==> config.mk <==
export PLATFORM = sky130hd
export DESIGN_NAME = frame_stream_ctrl
export DESIGN_NICKNAME = d
export VERILOG_FILES = /design/src/rtl/frame_stream_ctrl.sv
export SDC_FILE = /design/constraint.sdc
export NUM_CORES = 1
export LEC_CHECK = 0
export ABC_AREA = 1
export CAP_MARGIN = 10
export CORE_ASPECT_RATIO = 1.1
export CORE_MARGIN = 3
export CORE_UTILIZATION = 40
export DETAILED_ROUTE_END_ITERATION = 10
export PLACE_DENSITY = 0.62
export SLEW_MARGIN = 20
export SYNTH_ARGS = -nofsm -noshare
export SYNTH_HDL_FRONTEND = slang
export SYNTH_SLANG_ARGS = --single-unit
export TNS_END_PERCENT = 50
==> constraint.sdc <==
create_clock -name i_clk -period 3.7 [get_ports i_clk]
set_input_delay 0.74 -clock i_clk [delete_from_list [all_inputs] [get_ports i_clk]]
set_output_delay 0.74 -clock i_clk [all_outputs]
set_load 0.02 [all_outputs]
==> src/rtl/frame_stream_ctrl.sv <==
// frame_stream_ctrl: streams N raster frames from a 1-cycle-latency frame store to the VO front end,
// gating each frame on ready, with stall, line blanking and abort.
module frame_stream_ctrl #(
  parameter int WIDTH      = 640,
  parameter int HEIGHT     = 480,
  parameter int PIXEL_W    = 8,
  parameter int MAX_FRAMES = 4,
  parameter int LINE_GAP   = 0,
  parameter int ADDR_W     = $clog2(MAX_FRAMES*WIDTH*HEIGHT),
  parameter int FC_W       = $clog2(MAX_FRAMES+1)
) (
  input  logic               i_clk,
  input  logic               i_rst_n,
  input  logic               i_go,
  input  logic [FC_W-1:0]    i_num_frames,
  input  logic               i_abort,
  input  logic               i_ready,
  input  logic               i_stall,
  output logic [ADDR_W-1:0]  o_mem_addr,
  output logic               o_mem_re,
  input  logic [PIXEL_W-1:0] i_mem_data,
  output logic [PIXEL_W-1:0] o_pixel,
  output logic               o_valid,
  output logic               o_start,
  output logic               o_last,
  output logic [FC_W-1:0]    o_frame_idx,
  output logic               o_busy,
  output logic               o_done
);
  localparam int XW = $clog2(WIDTH+1);
  localparam int YW = $clog2(HEIGHT+1);
  localparam int GW = $clog2(LINE_GAP+2);
  typedef enum logic [2:0] {IDLE, WAIT_RDY, STREAM, GAP, DRAIN} state_t;
  state_t state;
  logic [XW-1:0] x;
  logic [YW-1:0] y;
  logic [ADDR_W-1:0] addr;
  logic [FC_W-1:0] num, nf;
  logic [GW-1:0] gcnt;
  logic v1, s1, l1, re, last_x, last_y, more;
  assign re = state == STREAM && !i_stall && !i_abort;
  assign last_x = x == XW'(WIDTH-1);
  assign last_y = y == YW'(HEIGHT-1);
  assign more = (o_frame_idx + FC_W'(1)) < num;
  assign nf = i_num_frames > FC_W'(MAX_FRAMES) ? FC_W'(MAX_FRAMES) : i_num_frames;
  assign o_mem_re = re;
  assign o_mem_addr = addr;
  assign o_busy = state != IDLE;
  always_ff @(posedge i_clk or negedge i_rst_n) begin
    if (!i_rst_n) begin
      state <= IDLE; x <= '0; y <= '0; addr <= '0; num <= '0; gcnt <= '0;
      v1 <= 1'b0; s1 <= 1'b0; l1 <= 1'b0; o_pixel <= '0; o_valid <= 1'b0;
      o_start <= 1'b0; o_last <= 1'b0; o_frame_idx <= '0; o_done <= 1'b0;
    end else if (i_abort) begin
      state <= IDLE; x <= '0; y <= '0; addr <= '0; num <= '0; gcnt <= '0;
      v1 <= 1'b0; s1 <= 1'b0; l1 <= 1'b0; o_pixel <= '0; o_valid <= 1'b0;
      o_start <= 1'b0; o_last <= 1'b0; o_frame_idx <= '0; o_done <= 1'b0;
    end else begin
      // read issued last cycle lands on i_mem_data now; register it with its markers
      o_valid <= v1;
      o_pixel <= v1 ? i_mem_data : o_pixel;
      o_start <= s1;
      o_last <= l1;
      v1 <= re;
      s1 <= re && x == '0 && y == '0;
      l1 <= re && last_x && last_y;
      o_done <= 1'b0;
      case (state)
        IDLE: if (i_go) begin
          num <= nf; x <= '0; y <= '0; addr <= '0; o_frame_idx <= '0;
          state <= nf == '0 ? DRAIN : WAIT_RDY;
        end
        WAIT_RDY: if (i_ready) state <= STREAM;
        STREAM: if (re) begin
          addr <= addr + ADDR_W'(1);
          x <= last_x ? '0 : x + XW'(1);
          if (last_x) begin
            y <= last_y ? '0 : y + YW'(1);
            if (last_y) begin
              o_frame_idx <= o_frame_idx + FC_W'(1);
              state <= more ? WAIT_RDY : DRAIN;
            end else if (LINE_GAP > 0) begin
              state <= GAP;
              gcnt <= '0;
            end
          end
        end
        GAP: begin
          gcnt <= gcnt + GW'(1);
          if (gcnt == GW'(LINE_GAP-1)) state <= STREAM;
        end
        DRAIN: if (!v1) begin
          o_done <= 1'b1;
          state <= IDLE;
        end
        default: state <= IDLE;
      endcase
    end
  end
endmodule

==> flow_summary.yaml, run 1 <==
clock_tree:
  clk_latency_ps: 350
  cts_resized: 0
  postCtsSetupBuffers: 0
  path_clk_slew_ps: 80
  cts_root_buffer: "clkbuf_8"
  cts_tree: "done"
  cts_hold_buf: 0
  cts_buffers: 9
  cts_buffer_depth: 2
  cts.htree.levels: 3
  clkSinkCount: 65
die:
  die_h_um: 109
  rows: 36
  start_util: 0.422
  core_region_area_mm2: 0.00910
  dieArea_mm2: 0.0108
  fp.dieW_um: 99.4
  ios: 55
power:
  p_per_area_mw_per_mm2: 457
  switching_share: 0.344
  p_seq_frac: 0.365
  p_int_w: 0.00142
  p_leak_nw: 2.19
  vdd_drop_max_mv: 0.285
  p_comb_frac: 0.258
  clockPowerShare: 0.378
  p_switching_w: 0.000744
synthesis:
  ys_ff_latch: 65
  syn-num-nets: 558
  syn_inst: 533
  synth_top_area_cell: "dfrtp_1"
  synth_warnings: 0
  syn_avg_cell_area_um2: 7.20
  synth_ff_type: "dfrtp_1"
  yosys-top-cells-area: "dfrtp_1 42%, nand2_1 16%, nand3_1 8.1%"
  synth-seq-area-share: 0.424
  synth_edf_count: 0
  synth_async_sr_flop_share: 1.00
  yosys.area.top_type_share: 0.424
  synth_cell_types: 32
  syn_area_mm2: 0.00384
critical_path:
  cp_max_fo: 13
  slowest_stage: "clkdlybuf4s50_1"
  path_cells: "inv_2 -> nand3_4 -> inv_2 -> nand2_2 -> nor2_1 -> clkdlybuf4s50_1"
  path_depth: 6
  cp_num_buf_inv: 3
  arrival_ps: 2540
  r2r_slack_ps: 1590
  path_class: "reg2out"
  cp_common_cell: "inv_2"
  cpPeakStageDelay_ps: 670
  critPathTopFamily: "buffers and inverters"
  cp-start-kind: "flop"
  crit_path_end_kind: "output port"
  rr_worst_depth: 8
  cp_data_required_time_ps: 2960
timing:
  slew_violations: 0
  setup_tns_ps: 0
  rsz0062_at_grt: "false"
  finalSetupViolCount: 0
  hold_violations: 0
  hold_slack_ps: 333
  max_freq_mhz: 305
  tightest_slew_ps: 469
  post-route-period-util: 0.885
  min_period_ps: 3280
  finClkSkew_ps: 9.54
  maxSlewHeadroom: 0.686
placement:
  dp_hpwl_um: 6930
  dp_cells: 693
  place.gp.congestion: 0.877
  portBuffers: 54
detailed_routing:
  ant_nets: 0
  drc_errors: 0
  wl_per_cell_um: 13.5
  wirelength_um: 9570
  num_vias: 3616
  first_pass_iters: 4
  vias_per_cell: 5.10
  drt_iter0_drc: 260
final_layout:
  final_nets: 615
  layout_common_cells: "166 x nand2_1, 65 x dfrtp_1, 64 x nor2_1"
  postLayoutCoreUtil: 0.521
  instances_no_fill: 709
  drive_gt1_frac: 0.0807
  layout_commonest_cell: "nand2_1"
  area_growth_syn_to_layout_pct: 23.4
  antenna_cells: 0
grt:
  grt_max_degree: 29
  grt-ovfl-total: 0
  globalRouteTotalUtil: 0.189
  antenna_found_initial: 0
  grt_pass1_wl_um: 16400
  grt_pass1_vias: 3553
flow_run:
  max_cap_viol_count: 0
min_path:
  hold_class: "in2async"
outcome:
  status: "completed"
-- registers in the layout (all words and copies together), names as in the netlist --
register	cells
o_last	1
v1	1
o_frame_idx	3
o_done	1
x	10
o_valid	1
s1	1
gcnt	1
o_start	1
o_mem_addr	21
l1	1
y	9
state	3
o_pixel	8
num	3
-- synth_stat cells, types with 4 or more instances --
master	count
a21oi_1	6
buf_2	6
dfrtp_1	65
ha_1	8
inv_1	50
inv_2	8
nand2_1	166
nand2_2	4
nand3_1	62
nand3_2	4
nand4_1	17
nor2_1	64
nor3_1	8
o21ai_0	20
o21ai_1	12
xor2_1	6
-- area by class of cell --
class | count | area [µm²]
clock buffer | 9 | 124
clock inverter | 7 | 143
fill | 900 | 4360
inverter | 58 | 218
multi-input combinational | 396 | 1900
sequential | 65 | 1630
tap | 114 | 143
timing repair buffer | 60 | 581
-- stage by stage --
step	setup slack, ps	total power [W]	instance area [µm²]
after CTS	409	0.00219	4740
after global placement	650	0.00136	4470
after detailed placement	628	0.00137	4470
after floorplan	1450	0.00121	3840
final	424	0.00217	4740
after global routing	304	0.00228	4740
-- worst reg2reg max path, delay by kind of cell (launching register included) --
kind / cells / cell delay (ps)
AO/OA/AOI/OAI: 2 / 250
flip-flops: 1 / 410
buffers and inverters: 3 / 720
AND/OR/NAND/NOR: 3 / 640
-- kinds of logic (layout without fill, tap and decap cells) --
logic type | after synthesis | count (layout) | synth area share
adders and majority gates | 8 | 8 | 0.0261
buffers and inverters | 72 | 134 | 0.0802
DFF | 65 | 65 | 0.424
xor gates and xnor gates | 7 | 7 | 0.0160
AOI/OAI and AO/OA | 43 | 43 | 0.0616
and+or+nand+nor | 338 | 338 | 0.392
-- routing by layer --
| metal | vias to the layer above | global-route usage | wire length (µm) | part of all wire |
|---|---|---|---|---|
| met5 | - | 0 | 0 | 0 |
| met4 | 0 | 0.0761 | 165 | 0.017 |
| met3 | 13 | 0.0313 | 404 | 0.042 |
| met2 | 84 | 0.324 | 4640 | 0.48 |
| met1 | 1683 | 0.236 | 4360 | 0.46 |
| li1 | 1836 | - | - | - |
-- path summary, 6_finish.rpt --
check	startpoint	endpoint
min in group i_clk	l1$_DFF_PN0_	o_last$_DFF_PN0_
hold / removal	i_rst_n	o_mem_addr[9]$_DFFE_PN0P_
setup / recovery	state[0]$_DFFE_PN0P_	o_mem_re
setup reg to reg	state[0]$_DFFE_PN0P_	o_mem_addr[15]$_DFFE_PN0P_
max in group asynchronous	i_rst_n	o_mem_addr[8]$_DFFE_PN0P_
hold reg to reg	l1$_DFF_PN0_	o_last$_DFF_PN0_
-- power groups by stage --
stage                     clock network (W)  registers, W  logic (W)
after floorplan                           0      0.000808   0.000407
after global placement                    0      0.000802   0.000554
after detailed placement                  0      0.000804   0.000567
after CTS                          0.000829      0.000790   0.000570
after global routing               0.000856      0.000795   0.000632
final                              0.000818      0.000790   0.000558
No activity file was read; power rests on OpenSTA's default activity.
==> inputs of run 2 (changes only) <==
Settings changed: ABC_AREA 1 to unset, ABC_CLOCK_PERIOD_IN_PS set to 3700, PLACE_DENSITY 0.62 to 0.63, SLEW_MARGIN 20 to unset.
==> run 2 against run 1 <==
  * Register-to-register slack lost 350 ps
  * Clock-buffer cell count grew 1
  * Design area fell by 10%
  * Die area is 9.9% lower
  * Sequential share of layout area is 3.8 points higher
  * Combinational power fell by 79%
  * Clock power is 20% lower
  * Sequential power decreased by 7.7%
  * Clock skew down 3.5 ps
  * Non-clock buffer count unchanged
  * Synthesized cell count decreased by 31%
  * Wire length shrank 14%
==> flow_summary.yaml, run 2 <==
grt:
  grt_pass1_wl_um: 13800
  grt_max_degree: 66
  grt-ovfl-total: 0
  grt_pass1_vias: 2922
  antenna_found_initial: 0
  globalRouteTotalUtil: 0.179
timing:
  finClkSkew_ps: 6.00
  tightest_slew_ps: 1120
  finalSetupViolCount: 0
  min_period_ps: 3140
  setup_tns_ps: 0
  rsz0062_at_grt: "false"
  post-route-period-util: 0.850
  maxSlewHeadroom: 0.244
  hold_violations: 0
  slew_violations: 0
  max_freq_mhz: 318
critical_path:
  cp-start-kind: "primary input"
  cp_data_required_time_ps: 2960
  arrival_ps: 2400
  path_class: "in2out"
  cp_max_fo: 2
  crit_path_end_kind: "output port"
detailed_routing:
  drt_iter0_drc: 198
  wirelength_um: 8210
  vias_per_cell: 5.57
  drc_errors: 0
  wl_per_cell_um: 15.5
  ant_nets: 0
  num_vias: 2952
  first_pass_iters: 4
die:
  core_region_area_mm2: 0.00813
  ios: 55
  start_util: 0.423
  rows: 34
  dieArea_mm2: 0.00974
  fp.dieW_um: 94.4
  die_h_um: 103
synthesis:
  synth_warnings: 0
  yosys-top-cells-area: "dfrtp_1 47%, o21ai_0 9.6%, nor2_1 3.9%"
  yosys.area.top_type_share: 0.474
  syn_avg_cell_area_um2: 9.38
  ys_ff_latch: 65
  synth-seq-area-share: 0.474
  syn_area_mm2: 0.00343
  synthMostInstantiatedCell: "o21ai_0"
  synth_async_sr_flop_share: 1.00
  synthTopCellsByCount: "66 x o21ai_0, 65 x dfrtp_1, 36 x nor2_1"
  synth_ff_type: "dfrtp_1"
  syn_inst: 366
  synth_top_area_cell: "dfrtp_1"
  synth_edf_count: 0
  synth_cell_types: 55
  syn-num-nets: 391
clock_tree:
  cts_buffer_depth: 2
  cts_resized: 0
  path_clk_slew_ps: 70
  cts_tree: "done"
  postCtsSetupBuffers: 0
  cts_buffers: 9
  clk_latency_ps: 330
  cts_hold_buf: 0
  cts_root_buffer: "clkbuf_8"
  clkSinkCount: 65
  cts.htree.levels: 3
min_path:
  hold_class: "reg2reg"
outcome:
  status: "completed"
final_layout:
  area_growth_syn_to_layout_pct: 24.1
  fill_cells: 732
  final_area_mm2: 0.00426
  drive_gt1_frac: 0.0972
  antenna_cells: 0
  layout_common_cells: "66 x o21ai_0, 65 x dfrtp_1, 53 x clkdlybuf4s50_1"
  largest_reg_flops: 21
  layout_commonest_cell: "o21ai_0"
  postLayoutCoreUtil: 0.525
  instances_no_fill: 530
  final_nets: 442
power:
  p_leak_nw: 1.77
  p_per_area_mw_per_mm2: 351
  vdd_drop_max_mv: 0.188
placement:
  dp_cells: 514
  portBuffers: 54
  place_area_mm2: 0.00405
  place.gp.congestion: 0.834
  dp_hpwl_um: 5440
flow_run:
  max_cap_viol_count: 0
run 2: per-layer routing:
metal | part of all wire | routed length, µm | track usage
met1 | 0.46 | 3800 | 0.244
met3 | 0.050 | 413 | 0.0376
met5 | 0 | 0 | 0
met4 | 0.025 | 208 | 0.0878
met2 | 0.46 | 3790 | 0.274
run 2: final timing paths:
kind                                        from                     end  slack, ps  cells past startpoint
worst max-delay path                     i_abort                o_mem_re        560                      5
worst min-delay path                l1$_DFF_PN0_        o_last$_DFF_PN0_        460                      1
worst max register to register  x[7]$_DFFE_PN0P_        y[4]$_DFFE_PN0P_       1240                      5
worst min register to register      l1$_DFF_PN0_        o_last$_DFF_PN0_        460                      1
max in group asynchronous                i_rst_n  o_pixel[1]$_DFFE_PN0P_       2580                      2
min in group asynchronous                i_rst_n        y[5]$_DFFE_PN0P_        580                      2
run 2: final cells by class:
cell class / instances / area, µm² / share of cell area
Clock buffer: 10 / 128 / 0.0299
Clock inverter: 6 / 82.6 / 0.0194
Inverter: 10 / 37.5 / 0.00881
Multi-Input combinational cell: 271 / 1670 / 0.392
Sequential cell: 65 / 1630 / 0.382
Tap cell: 108 / 135 / 0.0317
Timing Repair Buffer: 60 / 581 / 0.136
run 2: kinds of logic (layout without fill, tap and decap cells):
logic type / after synthesis / count (layout) / share of synthesized area
AOI/OAI and AO/OA: 107 / 107 / 0.188
xor gates and xnor gates: 3 / 3 / 0.00765
adders and majority gates: 8 / 8 / 0.0291
buffers and inverters: 30 / 86 / 0.0393
DFF: 65 / 65 / 0.474
muxes: 11 / 11 / 0.0328
and+or+nand+nor: 142 / 142 / 0.230
run 2: critical path: stages:
cell,delay (ps)
clkdlybuf4s50_1,440
nor4b_2,320
nand2b_1,160
inv_1,130
clkdlybuf4s50_1,610
run 2: where the power goes:
part | internal [W] | switching, W
clock network | 0.000376 | 0.000275
logic | 0.0000466 | 0.0000697
registers | 0.000718 | 0.0000112
total | 0.00114 | 0.000356
run 2: stage by stage:
stage	total power (W)	setup WS (ps)	hold WS, ps
floorplan	0.000805	1130	439
global placement	0.000860	555	454
detailed placement	0.000861	579	453
CTS	0.00151	558	464
global route	0.00156	449	491
finish	0.00150	555	463
==> inputs of run 3 (changes only) <==
Settings changed: ABC_CLOCK_PERIOD_IN_PS 3700 to 3000.
Clock period 3.7 ns to 3 ns, I/O delays scaled along.
==> run 3 against run 2 <==
  * Clock skew grew 0.65 ps
  * Final cell count grew 0.75%
  * Sequential share of layout area shrank 0.76 points
  * Clock-buffer cell count shrank 1
  * Flip-flop and latch count is the same
  * Global-route usage grew 1.1 points
  * Register-to-register slack lost 480 ps
  * First-iteration DRC count shrank 15%
  * Via count shrank 0.27%
  * Total power grew 37%
  * Design area grew 2.0%
  * Utilization grew 1.1 points
==> flow_summary.yaml, run 3 (synthesized netlist as in run 2, its figures left out) <==
clock_tree:
  cts_resized: 0
  clk_latency_ps: 340
  cts_buffer_depth: 2
  postCtsSetupBuffers: 0
  cts_tree: "done"
  cts.htree.levels: 3
  cts_buffers: 9
  cts_root_buffer: "clkbuf_8"
  cts_hold_buf: 0
  clkSinkCount: 65
  path_clk_slew_ps: 80
detailed_routing:
  num_vias: 2944
  vias_per_cell: 5.51
  drt_iter0_drc: 168
  wl_per_cell_um: 15.9
  wirelength_um: 8470
  ant_nets: 0
  first_pass_iters: 5
  drc_errors: 0
grt:
  grt_pass1_vias: 3025
  antenna_found_initial: 0
  grt_pass1_wl_um: 14500
  globalRouteTotalUtil: 0.190
  grt-ovfl-total: 0
  grt_max_degree: 45
flow_run:
  max_cap_viol_count: 0
die:
  rows: 34
  core_region_area_mm2: 0.00813
  ios: 55
  fp.dieW_um: 94.4
  start_util: 0.423
  die_h_um: 103
  dieArea_mm2: 0.00974
power:
  switching_share: 0.225
  p_leak_nw: 1.82
  p_comb_frac: 0.073
  p_per_area_mw_per_mm2: 470
  p_int_w: 0.00158
  power.total_w: 0.00204
  clockPowerShare: 0.487
  vdd_drop_max_mv: 0.224
  p_seq_frac: 0.440
  p_switching_w: 0.000460
final_layout:
  antenna_cells: 0
  final_nets: 446
  area_growth_syn_to_layout_pct: 26.6
  fill_cells: 753
  largest_reg_flops: 21
  final_area_mm2: 0.00435
  drive_gt1_frac: 0.108
  layout_common_cells: "66 x o21ai_0, 65 x dfrtp_1, 53 x clkdlybuf4s50_1"
  layout_commonest_cell: "o21ai_0"
timing:
  min_period_ps: 2880
  tightest_slew_ps: 994
  setup_slack_ps: 117
  setup_tns_ps: 0
  finClkSkew_ps: 6.64
  post-route-period-util: 0.961
  rsz0062_at_grt: "false"
  hold_slack_ps: 408
  max_freq_mhz: 347
  slew_violations: 0
  hold_violations: 0
  finalSetupViolCount: 0
  maxSlewHeadroom: 0.338
critical_path:
  path_class: "in2out"
  path_cells: "clkdlybuf4s50_1 -> nor4b_2 -> nand2b_1 -> inv_1 -> clkdlybuf4s50_1"
  arrival_ps: 2280
  cp_common_cell: "clkdlybuf4s50_1"
  cpPeakStageDelay_ps: 610
  crit_start: "i_abort"
  slowest_stage: "clkdlybuf4s50_1"
  crit_path_end_kind: "output port"
  cp_max_fo: 2
  r2r-start: "state[1]$_DFFE_PN0P_"
  cp_data_required_time_ps: 2400
  cp-start-kind: "primary input"
placement:
  portBuffers: 54
  pre_cts_ws_ps: 142
  place_area_mm2: 0.00408
  dp_hpwl_um: 5660
  place.gp.congestion: 0.819
min_path:
  hold_class: "in2async"
outcome:
  status: "completed"
## run 3: changes by cell type in the layout (fill, tap and decap cells not counted)
cell | before | now
clkinv_2 | 3 | 1
buf_4 | 6 | 10
clkbuf_1 | 1 | 0
bufinv_16 | 2 | 4
clkinvlp_4 | 1 | 0
clkinv_4 | 0 | 2
## run 3: worst paths after layout
| path | to | slack, ps | cells past startpoint |
|---|---|---|---|
| min in group i_clk | o_start$_DFF_PN0_ | 460 | 1 |
| max reg2reg | y[6]$_DFFE_PN0P_ | 760 | 5 |
| max in group asynchronous | o_mem_addr[12]$_DFFE_PN0P_ | 1840 | 2 |
| min | y[7]$_DFFE_PN0P_ | 410 | 1 |
| min reg2reg | o_start$_DFF_PN0_ | 460 | 1 |
| max | o_mem_re | 120 | 5 |
## run 3: metal layers
| metal | vias up | track usage | part of all wire |
|---|---|---|---|
| li1 | 1447 | - | - |
| met1 | 1399 | 0.245 | 0.45 |
| met2 | 83 | 0.309 | 0.48 |
| met3 | 15 | 0.0427 | 0.048 |
| met4 | 0 | 0.0844 | 0.017 |
| met5 | - | 0 | 0 |
## run 3: power by group through the flow
stage	clock (W)	combinational [W]	sequential (W)
after CTS	0.00102	0.000152	0.000899
after floorplan	0	0.0000824	0.000910
final	0.000996	0.000149	0.000899
after global placement	0	0.000149	0.000916
after detailed placement	0	0.000151	0.000916
after global routing	0.00106	0.000168	0.000901
## run 3: critical path: cells and delay by family
family,cells,cell delay (ps)
simple gates,2,510
buf+inv,3,1170
## run 3: layout make-up
cell class	instances	area, µm²	share of cell area
clock buffer	9	124	0.0285
clock inverter	7	143	0.0328
inverter	10	37.5	0.00863
multi-input combinational	271	1670	0.385
sequential	65	1630	0.374
tap	108	135	0.0311
timing repair buffer	64	611	0.140
## run 3: stage by stage
stage | util | instances
floorplan | - | 366
global placement | 0.502 | 518
detailed placement | 0.502 | 518
CTS | 0.535 | 534
global route | 0.535 | 534
finish | 0.535 | 534
